File: src/rtl/imem_arbiter.sv
// imem_arbiter
// Shares one single-ported synchronous instruction memory between the IF-stage
// fetch path and the program loader/debug port. At most one request is granted
// per cycle; the winner drives the memory port combinationally. The one-cycle
// read data is routed back to whichever requester issued the read.
//
// Handshake: a transfer happens on the rising edge where req && gnt. Grants are
// combinational from the current requests and registered state. Requesters hold
// address/data stable until granted. Read data returns (rvalid) one cycle after
// the granting edge.
//
// Ports
//   clk, reset          clock, asynchronous active-high reset
//   if_req/if_addr      fetch read request and word address
//   if_kill             fetch redirect, drops the in-flight fetch response
//   if_gnt/if_rvalid/if_rdata   fetch grant and read response
//   ld_req/ld_we/ld_lock/ld_addr/ld_wdata  loader request, write, lock, addr, data
//   ld_gnt/ld_rvalid/ld_rdata   loader grant and read response
//   mem_en/mem_we/mem_addr/mem_wdata/mem_rdata  memory port
//   dbg_state/dbg_wait_cnt      arbiter state (0 = ARB, 1 = EXCL) and starvation count
module imem_arbiter #(
  parameter int ADDR_W   = 10,  // word-address width of the instruction memory
  parameter int DATA_W   = 32,
  parameter int MAX_WAIT = 4    // 1..15
) (
  input  logic              clk,
  input  logic              reset,
  input  logic              if_req,
  input  logic [ADDR_W-1:0] if_addr,
  input  logic              if_kill,
  output logic              if_gnt,
  output logic              if_rvalid,
  output logic [DATA_W-1:0] if_rdata,
  input  logic              ld_req,
  input  logic              ld_we,
  input  logic              ld_lock,
  input  logic [ADDR_W-1:0] ld_addr,
  input  logic [DATA_W-1:0] ld_wdata,
  output logic              ld_gnt,
  output logic              ld_rvalid,
  output logic [DATA_W-1:0] ld_rdata,
  output logic              mem_en,
  output logic              mem_we,
  output logic [ADDR_W-1:0] mem_addr,
  output logic [DATA_W-1:0] mem_wdata,
  input  logic [DATA_W-1:0] mem_rdata,
  output logic [0:0]        dbg_state,
  output logic [3:0]        dbg_wait_cnt
);

  typedef enum logic [0:0] {ST_ARB = 1'b0, ST_EXCL = 1'b1} state_t;

  localparam logic [3:0] MAX_WAIT_C = 4'(MAX_WAIT);

  state_t     r_state;
  state_t     w_state_nxt;
  logic [3:0] r_wait_cnt;
  logic [3:0] w_wait_cnt_nxt;
  logic       r_resp_valid;
  logic       r_resp_owner;  // 0 = fetch, 1 = loader
  logic       w_if_gnt;
  logic       w_ld_gnt;
  logic       w_rd_gnt;

  // Arbitration and next state. Grants are forced low while reset is held so
  // the memory port stays idle regardless of requests.
  always_comb begin
    w_if_gnt    = 1'b0;
    w_ld_gnt    = 1'b0;
    w_state_nxt = r_state;
    if (!reset) begin
      case (r_state)
        ST_ARB: begin
          if ((r_wait_cnt == MAX_WAIT_C) && ld_req) begin
            w_ld_gnt = 1'b1;
          end else if (if_req) begin
            w_if_gnt = 1'b1;
          end else if (ld_req) begin
            w_ld_gnt = 1'b1;
          end
          // Lock only takes hold on a granted loader transfer.
          if (ld_req && w_ld_gnt && ld_lock) begin
            w_state_nxt = ST_EXCL;
          end
        end
        ST_EXCL: begin
          w_ld_gnt = ld_req;
          // A transfer in the release cycle still completes via w_ld_gnt.
          if (!ld_lock) begin
            w_state_nxt = ST_ARB;
          end
        end
        default: w_state_nxt = ST_ARB;
      endcase
    end
  end

  // Starvation counter: counts denied loader cycles in ARB, saturating.
  always_comb begin
    w_wait_cnt_nxt = r_wait_cnt;
    if (w_ld_gnt || !ld_req) begin
      w_wait_cnt_nxt = 4'd0;
    end else if ((r_state == ST_ARB) && (r_wait_cnt < MAX_WAIT_C)) begin
      w_wait_cnt_nxt = r_wait_cnt + 4'd1;
    end
  end

  assign w_rd_gnt = w_if_gnt | (w_ld_gnt & ~ld_we);

  always_ff @(posedge clk or posedge reset) begin
    if (reset) begin
      r_state      <= ST_ARB;
      r_wait_cnt   <= 4'd0;
      r_resp_valid <= 1'b0;
      r_resp_owner <= 1'b0;
    end else begin
      r_state      <= w_state_nxt;
      r_wait_cnt   <= w_wait_cnt_nxt;
      r_resp_valid <= w_rd_gnt;
      if (w_rd_gnt) begin
        r_resp_owner <= w_ld_gnt;
      end
    end
  end

  assign if_gnt    = w_if_gnt;
  assign ld_gnt    = w_ld_gnt;
  assign mem_en    = w_if_gnt | w_ld_gnt;
  assign mem_we    = w_ld_gnt & ld_we;
  assign mem_addr  = w_if_gnt ? if_addr : (w_ld_gnt ? ld_addr : '0);
  assign mem_wdata = w_ld_gnt ? ld_wdata : '0;

  // Response routing; the reset term keeps outputs quiet while reset is held.
  assign if_rvalid = r_resp_valid & ~r_resp_owner & ~if_kill & ~reset;
  assign ld_rvalid = r_resp_valid & r_resp_owner & ~reset;
  assign if_rdata  = if_rvalid ? mem_rdata : '0;
  assign ld_rdata  = ld_rvalid ? mem_rdata : '0;

  assign dbg_state    = r_state;
  assign dbg_wait_cnt = r_wait_cnt;

endmodule

File: config.mk
export PLATFORM = sky130hd
export DESIGN_NAME = imem_arbiter
export DESIGN_NICKNAME = d
export VERILOG_FILES = /design/src/rtl/imem_arbiter.sv
export SDC_FILE = /design/constraint.sdc
export NUM_CORES = 1
export LEC_CHECK = 0
export CORE_AREA = 2 2 79 81
export DETAILED_ROUTE_END_ITERATION = 16
export DIE_AREA = 0 0 81 83
export HOLD_SLACK_MARGIN = 0.15
export MAX_ROUTING_LAYER = met4
export PLACE_DENSITY = 0.78
export SLEW_MARGIN = 40
export SYNTH_ARGS = -nofsm -noshare
export SYNTH_HDL_FRONTEND = slang
export SYNTH_SLANG_ARGS = --single-unit
File: constraint.sdc
create_clock -name clk -period 3.7 [get_ports clk]
set_clock_uncertainty 0.2 [all_clocks]
set_input_delay 0.74 -clock clk [delete_from_list [all_inputs] [get_ports clk]]
set_output_delay 0.74 -clock clk [all_outputs]
set_load 0.005 [all_outputs]
---- Yosys cells after proc, flatten, opt, wreduce, memory -nomap -nowiden ----
Cells that the tools add are included.
cells by class
  add/sub/neg operators ................... 1
  magnitude comparators ................... 1
  equality and inequality tests ........... 1
  mux-type cells .......................... 21
  bitwise gates (word level) .............. 14
  reduce and logical (&&, ||, !) cells .... 7
operators with widths
  cell                 number
  $mux 32              3
  $mux 10              2
  $mux 1               12
  $mux 4               2
  $and 1x1->1          7
  $not 1->1            5
  $add 4x1->4 const B  1
  $eq 4x3->1 const B   1
  $logic_and 1x1->1    4
  $lt 4x3->1 const B   1
  $pmux 1 s2           2
  $or 1x1->1           2
  $reduce_bool 2->1    1
  $logic_not 1->1      1
  $logic_or 1x1->1     1
storage, ports and cells
  bits in registers ....................... 7
  input port bits ......................... 91
  output and inout port bits .............. 117
  logic and storage cells ................. 49

---- Depth between registers and ports, before layout ----
Gate-level depths: netlist (run 1).
  word-level depth ........................ 9
  mapped depth ............................ 6
  gate-level depth less buffers ........... 5

---- Worst setup path after synthesis (run 1) ----
Ideal clock, no wire load.
  path kind ............................... in2out
  start ................................... in reset
  end ..................................... out mem_addr[0]
  arrival time ............................ 1.594 ns
  required time ........................... 2.760 ns
  path slack .............................. 1.166 ns
  stages .................................. 5
  path buffers ............................ 2
  path through ............................ buf_6 -> inv_1 -> clkbuf_1 -> nand2_1 -> o32ai_1
on the way
  word-level cells in the longest chain between the ends .. 3
  elaborated cells between the ends (all ways) .. 4
  those cells by class .................... mux (4)
ends and longest elaborated chain
  element             line  source
  start: declaration  27    input logic reset,
  $mux 1              71    if (!reset) begin
  $mux 10             130   assign mem_addr = w_if_gnt ? if_addr : (w_ld_gnt ? ld_addr : '0);
  $mux 10 *           130
  end: declaration    44    output logic [ADDR_W-1:0] mem_addr,
Mark *: on every way between the ends. The rest lies on a longest branch, timed or not.

---- Worst setup path in the final report (run 1) ----
  start ................................... in reset
  end ..................................... out if_rdata[29]
on the way
  word-level cells in the longest chain between the ends .. 3
ends and longest elaborated chain
  element           line  source
  $not 1->1         134   assign if_rvalid = r_resp_valid & ~r_resp_owner & ~if_kill & ~reset;
  $and 1x1->1       134
  $mux 32           136   assign if_rdata = if_rvalid ? mem_rdata : '0;
  end: declaration  33    output logic [DATA_W-1:0] if_rdata,
No other way between the ends.

==> results of run 1 <==
==> through the flow <==
step                      total power (uW)  std cells
after floorplan                        184        183
after global placement                 380        458
after detailed placement               384        458
after CTS                              493        462
final                                  487        462
after global routing                   522        462
==> synth_stat cells, drive strengths merged <==
| library cell | count | area share |
|---|---|---|
| nor3 | 1 | 0.0038 |
| o21ai | 1 | 0.0067 |
| and2 | 98 | 0.47 |
| clkbuf | 4 | 0.012 |
| nor4b | 1 | 0.018 |
| a221oi | 1 | 0.0067 |
| a21o | 1 | 0.0058 |
| o32ai | 10 | 0.067 |
| o22a | 1 | 0.0067 |
| a21oi | 2 | 0.011 |
| mux2i | 1 | 0.0077 |
| nand2 | 10 | 0.029 |
| xnor2 | 1 | 0.0067 |
| nand2b | 2 | 0.015 |
| inv | 16 | 0.046 |
| dfrtp | 7 | 0.13 |
| nor2 | 9 | 0.026 |
| ha | 2 | 0.019 |
| and3 | 1 | 0.0048 |
| nand3b | 1 | 0.015 |
| a31oi | 2 | 0.0096 |
| buf | 10 | 0.072 |
| and2b | 1 | 0.0077 |
==> registers in the layout, indices dropped and copies added, names as in the netlist <==
register	count
dbg_wait_cnt	4
dbg_state	1
r_resp_valid	1
r_resp_owner	1
==> final timing paths <==
kind                                 startpoint              end  slack [ps]  depth (start not counted)
worst min register to register     r_resp_owner     r_resp_owner         360                          1
max in group asynchronous                 reset     r_resp_owner        2260                          3
worst max-delay path                      reset     if_rdata[29]         230                          5
worst min-delay path               r_resp_owner     r_resp_owner         360                          1
worst max register to register  dbg_wait_cnt[0]  dbg_wait_cnt[0]        2120                          5
min in group asynchronous                 reset  dbg_wait_cnt[1]         870                          3
==> per-layer routing <==
layer	share of wire	track usage
met5	0	-
met4	0.0036	0.0231
met3	0.11	0.0609
met2	0.52	0.355
met1	0.36	0.201
==> cell families (layout without fill, tap and decap cells) <==
group	count (synthesis)	after routing
simple gates	124	124
xor+xnor	1	1
fa+ha+maj	2	2
compound gates	18	18
mux	1	1
buf+inv	30	234
flops	7	7
==> worst max-delay path: stages <==
cell and delay [ps]:
clkdlybuf4s50_1 550, nor4b_4 350, buf_12 200, and2_1 140
clkdlybuf4s50_1 540
==> cell type report <==
type,count,area share
well taps,75,0.0268
multi-input cells,146,0.275
repair buffers,214,0.618
inverters,16,0.0172
clock buffers,4,0.0129
flip-flops and latches,7,0.0501
==> power by group <==
part	internal, uW	switching, uW
Combinational	198	90.7
Clock	74.4	31.7
Sequential	84.5	8.42
==> out/results.tsv, run 1 <==
stage	metric	value	unit
run_status	outcome	finished clean	
logic_synthesis	syn_nets	276	
logic_synthesis	ys_ff_latch	7	
power	leakage	0.00141	uW
detailed_routing	drtIter0Drc	26	
global_routing	grt_first_pass_wirelength	9910	um
cells_and_area	fin_util	0.601	
job	maxCapViolations	0	
sta	maxClockFrequency	0.288	GHz
logic_synthesis	ys_types	26	
logic_synthesis	synth_xor_area_frac	0.00671	
floorplanning	dieArea	0.00672	mm^2
hold_path	hold_class	register to register	
floorplanning	row_count	28	
clocking	clock_sinks	7	
sta	fin_setup_tns	0	ps
cells_and_area	layout_common_cells	207 x clkdlybuf4s50_1, 98 x and2_1, 16 x inv_1	
setup_path	startpoint_type	input pin	
power	power-per-cell-area	139	mW/mm^2
cells_and_area	seq_area	175	um^2
setup_path	crit_type	input pin to output pin	
cells_and_area	fillers	553	
logic_synthesis	seq_area_frac_synth	0.134	
logic_synthesis	netlist_instances	183	
detailed_routing	postRouteAntennaNets	0	
setup_path	critical_path.endpoint_type	output pin	
floorplanning	start_util	0.224	
clocking	numCtsBuffers	3	
setup_path	cp_data_required_time	2760	ps
logic_synthesis	muxShareOfSynthArea	0.00767	
power	ir_drop	168	uV
cells_and_area	multi_input_area	961	um^2
clocking	clock_path_buffers	2	
logic_synthesis	syn_avg_cell_area	7.13	um^2
placed_design	io_buffers	207	
sta	finalMaxSlewViolations	0	
logic_synthesis	synth_top_family_by_area	simple AND/OR/NAND/NOR gates	
sta	fin_crit_sh	0.937	
global_routing	grt_pass1_vias	1921	
sta	rsz0062_at_grt	no	
clocking	ctsHoldBuffers	0	
cells_and_area	area_growth	168	%
cells_and_area	antennaDiodeCount	0	
placed_design	post-dp-hpwl	5760	um
sta	setup_viol	0	
detailed_routing	routed_via_density	4.19	
cells_and_area	fin_area	0.00350	mm^2
logic_synthesis	yosys.area_share.simple	0.590	
global_routing	antenna_found_initial	0	
setup_path	cp.arrival	2530	ps
sta	whs	361	ps
floorplanning	pin_count	208	
logic_synthesis	synth_fa_ha_area_frac	0.0192	
setup_path	cp_max_fo	33	
detailed_routing	vias	1938	
sta	worstMarginPinSlew	392	ps
floorplanning	coreArea	0.00582	mm^2
cells_and_area	layout.nets	481	
clocking	path_clk_slew	40	ps
logic_synthesis	synth_compound_area_frac	0.113	
cells_and_area	drive_above_1_share	0.0413	
detailed_routing	finalWirelength	6610	um
detailed_routing	drc	0	
clocking	h-tree-depth	1	
placed_design	place.gp.congestion	0.879	
global_routing	grt_max_degree	35	
logic_synthesis	ys_warn_count	0	
clocking	insertion_delay	220	ps
floorplanning	fp.dieW	81	um
logic_synthesis	synth_area	0.00131	mm^2
global_routing	grtUsageTotal	0.192	
sta	fin_ws	232	ps
floorplanning	die_h	83	um
placed_design	placed_area	0.00345	mm^2
sta	period_needed	3470	ps
cells_and_area	layout_commonest_cell	clkdlybuf4s50_1	
global_routing	overflow	0	
clocking	post_cts_buffers	0	
detailed_routing	dr.pass1.iters	4	
detailed_routing	avgRoutedWirePerCell	14.3	um
placed_design	pre_cts_ws	205	ps
sta	maxSlewHeadroom	0.737	
clocking	cts_tree	built	
clocking	ctsResizeCount	0	
sta	finalHoldViolCount	0	
clocking	cts-root-buf	clkbuf_8	
(Power assumes the default switching activity.)
==> run 2, diff against run 1 <==
Settings changed: CTS_CLUSTER_SIZE from default to 28, RECOVER_POWER from default to 50.
==> run 2 against run 1 <==
  * Worst hold slack worse by 35 ps
  * Sequential power is 0.9% lower
  * Power is 2.1% lower
  * Worst setup slack worse by 34 ps
  * Via count is 0.98% higher
  * Sequential share of layout area hardly changed
  * Critical path depth is 1 higher
  * Count of clock-buffer cells in the layout stayed put
  * Global-route usage stayed put
  * Clock power hardly changed
  * Critical path type unchanged
  * Highest routed layer unchanged
==> out/results.tsv, run 2 (synthesized netlist as in run 1, its figures left out) <==
stage	metric	value	unit
detailed_routing	drc	0	
cells_and_area	layout.nets	481	
floorplanning	start_util	0.224	
sta	period_needed	3500	ps
cells_and_area	largest_reg_flops	4	
sta	maxClockFrequency	0.286	GHz
cells_and_area	seq_area	175	um^2
clocking	insertion_delay	220	ps
sta	fin_ws	198	ps
sta	fin_crit_sh	0.947	
power	ir_drop	168	uV
detailed_routing	drtIter0Drc	24	
detailed_routing	routed_via_density	4.24	
cells_and_area	area_growth	166	%
cells_and_area	multi_input_area	945	um^2
sta	worstMarginPinSlew	389	ps
global_routing	grt_first_pass_wirelength	9910	um
clocking	numCtsBuffers	3	
setup_path	cp_max_fo	34	
global_routing	antenna_found_initial	0	
setup_path	worstPathCellList	clkdlybuf4s50_1, nand2b_1, a21oi_2, buf_12, and2_1, dlygate4sd3_1	
floorplanning	dieArea	0.00672	mm^2
job	maxCapViolations	0	
floorplanning	die_h	83	um
global_routing	grtUsageTotal	0.192	
clocking	post_cts_buffers	0	
floorplanning	pin_count	208	
sta	setup_viol	0	
cells_and_area	drive_above_1_share	0.0362	
cells_and_area	layout_commonest_cell	clkdlybuf4s50_1	
floorplanning	coreArea	0.00582	mm^2
cells_and_area	fillers	560	
setup_path	crit_path_top_delay_cell	dlygate4sd3_1	
global_routing	grt_pass1_vias	1921	
sta	finalMaxSlewViolations	0	
detailed_routing	dr.pass1.iters	4	
clocking	clock_sinks	7	
global_routing	grt_max_degree	35	
clocking	h-tree-depth	1	
global_routing	overflow	0	
setup_path	critical_path.endpoint_type	output pin	
sta	maxSlewHeadroom	0.740	
placed_design	io_buffers	207	
cells_and_area	layout_common_cells	162 x clkdlybuf4s50_1, 98 x and2_1, 45 x dlygate4sd3_1	
detailed_routing	postRouteAntennaNets	0	
floorplanning	row_count	28	
placed_design	pre_cts_ws	205	ps
clocking	cts-root-buf	clkbuf_8	
setup_path	critPathMaxStageDelay	580	ps
clocking	ctsHoldBuffers	0	
setup_path	cp_data_required_time	2760	ps
clocking	cts_tree	built	
detailed_routing	vias	1957	
placed_design	post-dp-hpwl	5760	um
setup_path	r2r_cells	5	
clocking	ctsResizeCount	0	
power	power-per-cell-area	137	mW/mm^2
clocking	clock_path_buffers	2	
sta	rsz0062_at_grt	no	
hold_path	hold_class	register to register	
floorplanning	fp.dieW	81	um
placed_design	place.gp.congestion	0.879	
setup_path	cp.arrival	2560	ps
sta	finalHoldViolCount	0	
detailed_routing	finalWirelength	6580	um
sta	fin_setup_tns	0	ps
setup_path	crit_type	input pin to output pin	
setup_path	startpoint_type	input pin	
cells_and_area	antennaDiodeCount	0	
detailed_routing	avgRoutedWirePerCell	14.3	um
run_status	outcome	finished clean	
clocking	path_clk_slew	40	ps
power	leakage	0.00154	uW
hold_path	min_path_cells	1	
-- run 2: cell types whose count changed in the layout (fill, tap and decap cells not counted), sizes merged --
| cell | delta |
|---|---|
| buf | -1 |
| clkdlybuf4s50 | -45 |
| dlygate4sd3 | +45 |
| clkbuf | +1 |
-- run 2: path summary, 6_finish.rpt --
check	from	to	slack (ps)
max	reset	mem_wdata[26]	200
min	r_resp_owner	r_resp_owner	330
max reg2reg	dbg_wait_cnt[0]	dbg_wait_cnt[0]	2120
min reg2reg	r_resp_owner	r_resp_owner	330
max in group asynchronous	reset	r_resp_owner	2310
min in group asynchronous	reset	dbg_wait_cnt[0]	820
-- run 2: cell type report --
type	instances	area share
clock buffer	4	0.0130
inverter	16	0.0173
multi-input combinational	146	0.272
sequential	7	0.0504
tap	75	0.0270
timing repair buffer	214	0.621
-- run 2: per-stage QoR --
stage                     cell area [um^2]  power [uW]  hold slack [ps]  instances  utilization
after floorplan                       1310         184              333        183            -
final                                 3480         477              325        462        0.598
after global routing                  3480         512              369        462        0.598
after global placement                3450         380              348        458        0.594
after CTS                             3500         493              366        462        0.601
after detailed placement              3450         384              357        458        0.594
-- run 2: critical path, delay by kind of cell --
kind,cells,cell delay [ps]
simple gates,2,370
compound gates,1,170
buf+inv,3,1280
-- run 2: report_power, final --
group	leakage [uW]	switching [uW]	internal (uW)
registers	0.0000928	7.63	84.5
logic	0.00143	89.3	189
clock network	0.0000228	31.8	74.4
-- run 2: routing by layer --
layer  global-route usage  vias to the layer above  wire length, um
met5                    -                        -                0
met2                0.355                      100             3420
met1                0.201                      869             2380
li1                     -                      986                -
met3               0.0609                        2              756
met4               0.0231                        0               24
==> run 3, diff against run 2 <==
Settings changed: CORE_AREA 2 2 79 81 to 2 2 80 82, CTS_BUF_LIST from default to sky130_fd_sc_hd__clkbuf_4 sky130_fd_sc_hd__clkbuf_8, DIE_AREA 0 0 81 83 to 0 0 82 84, PLACE_DENSITY 0.78 to 0.76.
==> run 3 against run 2 <==
  * Wire length shrank 6.9%
  * Critical path depth stayed put
  * Critical endpoint is now mem_wdata[8]
  * Sequential power up 0.9%
  * Clock power is 8% higher
  * Die area is 2.5% higher
  * Fmax shrank 1.4%
  * Highest routed layer unchanged
  * Final area up 0.65%
  * Worst hold slack improved by 39 ps
  * Register-to-register slack worse by 200 ps
  * Cell count increased by 1.1%
==> out/results.tsv, run 3 (synthesized netlist as in run 1, its figures left out) <==
stage	metric	value	unit
run_status	outcome	finished clean	
placed_design	io_buffers	207	
setup_path	startpoint_type	input pin	
power	p_int	356	uW
clocking	cts_tree	built	
sta	fin_crit_sh	0.959	
setup_path	cpMostUsedCell	dlygate4sd3_1	
floorplanning	start_util	0.214	
clocking	insertion_delay	230	ps
power	p_clk_frac	0.235	
sta	rsz0062_at_grt	no	
hold_path	holdPathEnd	r_resp_owner	
setup_path	worst_r2r_endpoint	r_resp_valid	
setup_path	r2r_cells	6	
floorplanning	fp.dieW	82	um
power	p_sw	128	uW
floorplanning	die_h	84	um
placed_design	dp.cells	461	
setup_path	critPathMaxStageDelay	630	ps
placed_design	post-dp-hpwl	5290	um
cells_and_area	finalNonFillerCells	467	
setup_path	crit_type	input pin to output pin	
detailed_routing	postRouteAntennaNets	0	
clocking	ctsHoldBuffers	0	
power	ir_drop	185	uV
global_routing	overflow	0	
sta	maxSlewHeadroom	0.690	
floorplanning	pin_count	208	
cells_and_area	fin_area	0.00350	mm^2
global_routing	grtUsageTotal	0.167	
setup_path	cp.arrival	2610	ps
setup_path	critical_path.endpoint_type	output pin	
placed_design	placed_area	0.00345	mm^2
clocking	h-tree-depth	1	
hold_path	min_path_cells	1	
power	swShare	0.264	
sta	finalHoldViolCount	0	
sta	fin_ws	150	ps
hold_path	hold_class	register to register	
sta	setup_viol	0	
clocking	clock_sinks	7	
clocking	clock_path_buffers	2	
detailed_routing	vias	1914	
hold_path	hp-start	r_resp_owner	
setup_path	crit_path_top_delay_cell	dlygate4sd3_1	
setup_path	worstPathCellList	dlygate4sd3_1, nand2b_4, a21oi_2, buf_12, and2_1, dlygate4sd3_1	
setup_path	cp_data_required_time	2760	ps
global_routing	grt_first_pass_wirelength	8790	um
clocking	path_clk_slew	40	ps
cells_and_area	layout_common_cells	162 x clkdlybuf4s50_1, 97 x and2_1, 45 x dlygate4sd3_1	
sta	period_needed	3550	ps
detailed_routing	drc	0	
cells_and_area	area_growth	168	%
setup_path	r2r-start	dbg_wait_cnt[0]	
detailed_routing	dr.pass1.iters	4	
placed_design	pre_cts_ws	244	ps
setup_path	cp_max_fo	34	
power	comb_power_share	0.573	
sta	maxClockFrequency	0.282	GHz
sta	fin_setup_tns	0	ps
global_routing	grt_max_degree	35	
clocking	ctsResizeCount	0	
global_routing	grt_pass1_vias	1755	
global_routing	antenna_found_initial	1	
cells_and_area	fin_util	0.574	
job	maxCapViolations	0	
placed_design	place.gp.congestion	0.731	
detailed_routing	avgRoutedWirePerCell	13.1	um
clocking	post_cts_buffers	0	
setup_path	regToRegSetupSlack	1920	ps
detailed_routing	drtIter0Drc	31	
detailed_routing	finalWirelength	6130	um
floorplanning	dieArea	0.00689	mm^2
power	power-per-cell-area	138	mW/mm^2
power	p_seq_frac	0.192	
cells_and_area	largest_reg_flops	4	
clocking	numCtsBuffers	3	
power	leakage	0.00155	uW
sta	worstMarginPinSlew	465	ps
floorplanning	coreArea	0.00610	mm^2
cells_and_area	drive_above_1_share	0.0438	
cells_and_area	layout_commonest_cell	clkdlybuf4s50_1	
detailed_routing	routed_via_density	4.10	
floorplanning	row_count	29	
cells_and_area	layout.nets	482	
clocking	cts-root-buf	clkbuf_8	
sta	finalMaxSlewViolations	0	
==> run 3: cell count changes in the layout (fill, tap and decap cells not counted), sizes merged <==
cell   previous run  this run
diode             0         2
buf               6         7
==> run 3: routing by layer <==
metal,vias to the layer above,global-route usage,share of wire
li1,997,-,-
met2,100,0.310,0.52
met3,4,0.0433,0.11
met1,813,0.179,0.37
met4,0,0.0197,0.0031
met5,-,-,0
==> run 3: area by class of cell <==
cell class,count,area (um^2)
diodes,2,5.00
clock buffers,4,48.8
well taps,77,96.3
repair buffers,215,2150
flip-flops and latches,7,175
multi-input cells,146,961
inverters,16,60.1
fillers,536,2600
==> run 3: how the worst max path moves through the flow <==
stage	start	cells after the start	end	slack [ps]
after floorplan	reset	5	mem_addr[0]	1170
after global placement	reset	5	if_rdata[31]	250
after detailed placement	reset	5	if_rdata[31]	240
after CTS	ld_req	5	mem_addr[2]	220
after global routing	reset	6	mem_wdata[0]	70
final	reset	6	mem_wdata[8]	150
==> run 3: critical path: cells and delay by family <==
family	cells	cell delay, ps
AO/OA/AOI/OAI	1	160
buffers and inverters	3	1390
AND/OR/NAND/NOR	2	320
==> run 3: metrics by stage <==
stage / hold WS [ps] / power (uW)
2_1_floorplan: 333 / 184
3_3_place_gp: 349 / 375
3_5_place_dp: 362 / 380
4_1_cts: 370 / 497
5_1_grt: 405 / 515
6_report: 364 / 484
==> run 3: power by group through the flow <==
| stage | Clock [uW] | Combinational [uW] | Sequential (uW) |
|---|---|---|---|
| after global routing | 120 | 301 | 94.1 |
| after floorplan | 0 | 90.9 | 92.9 |
| after CTS | 116 | 288 | 93.2 |
| final | 114 | 277 | 92.9 |
| after detailed placement | 0 | 286 | 94.1 |
| after global placement | 0 | 282 | 93.5 |
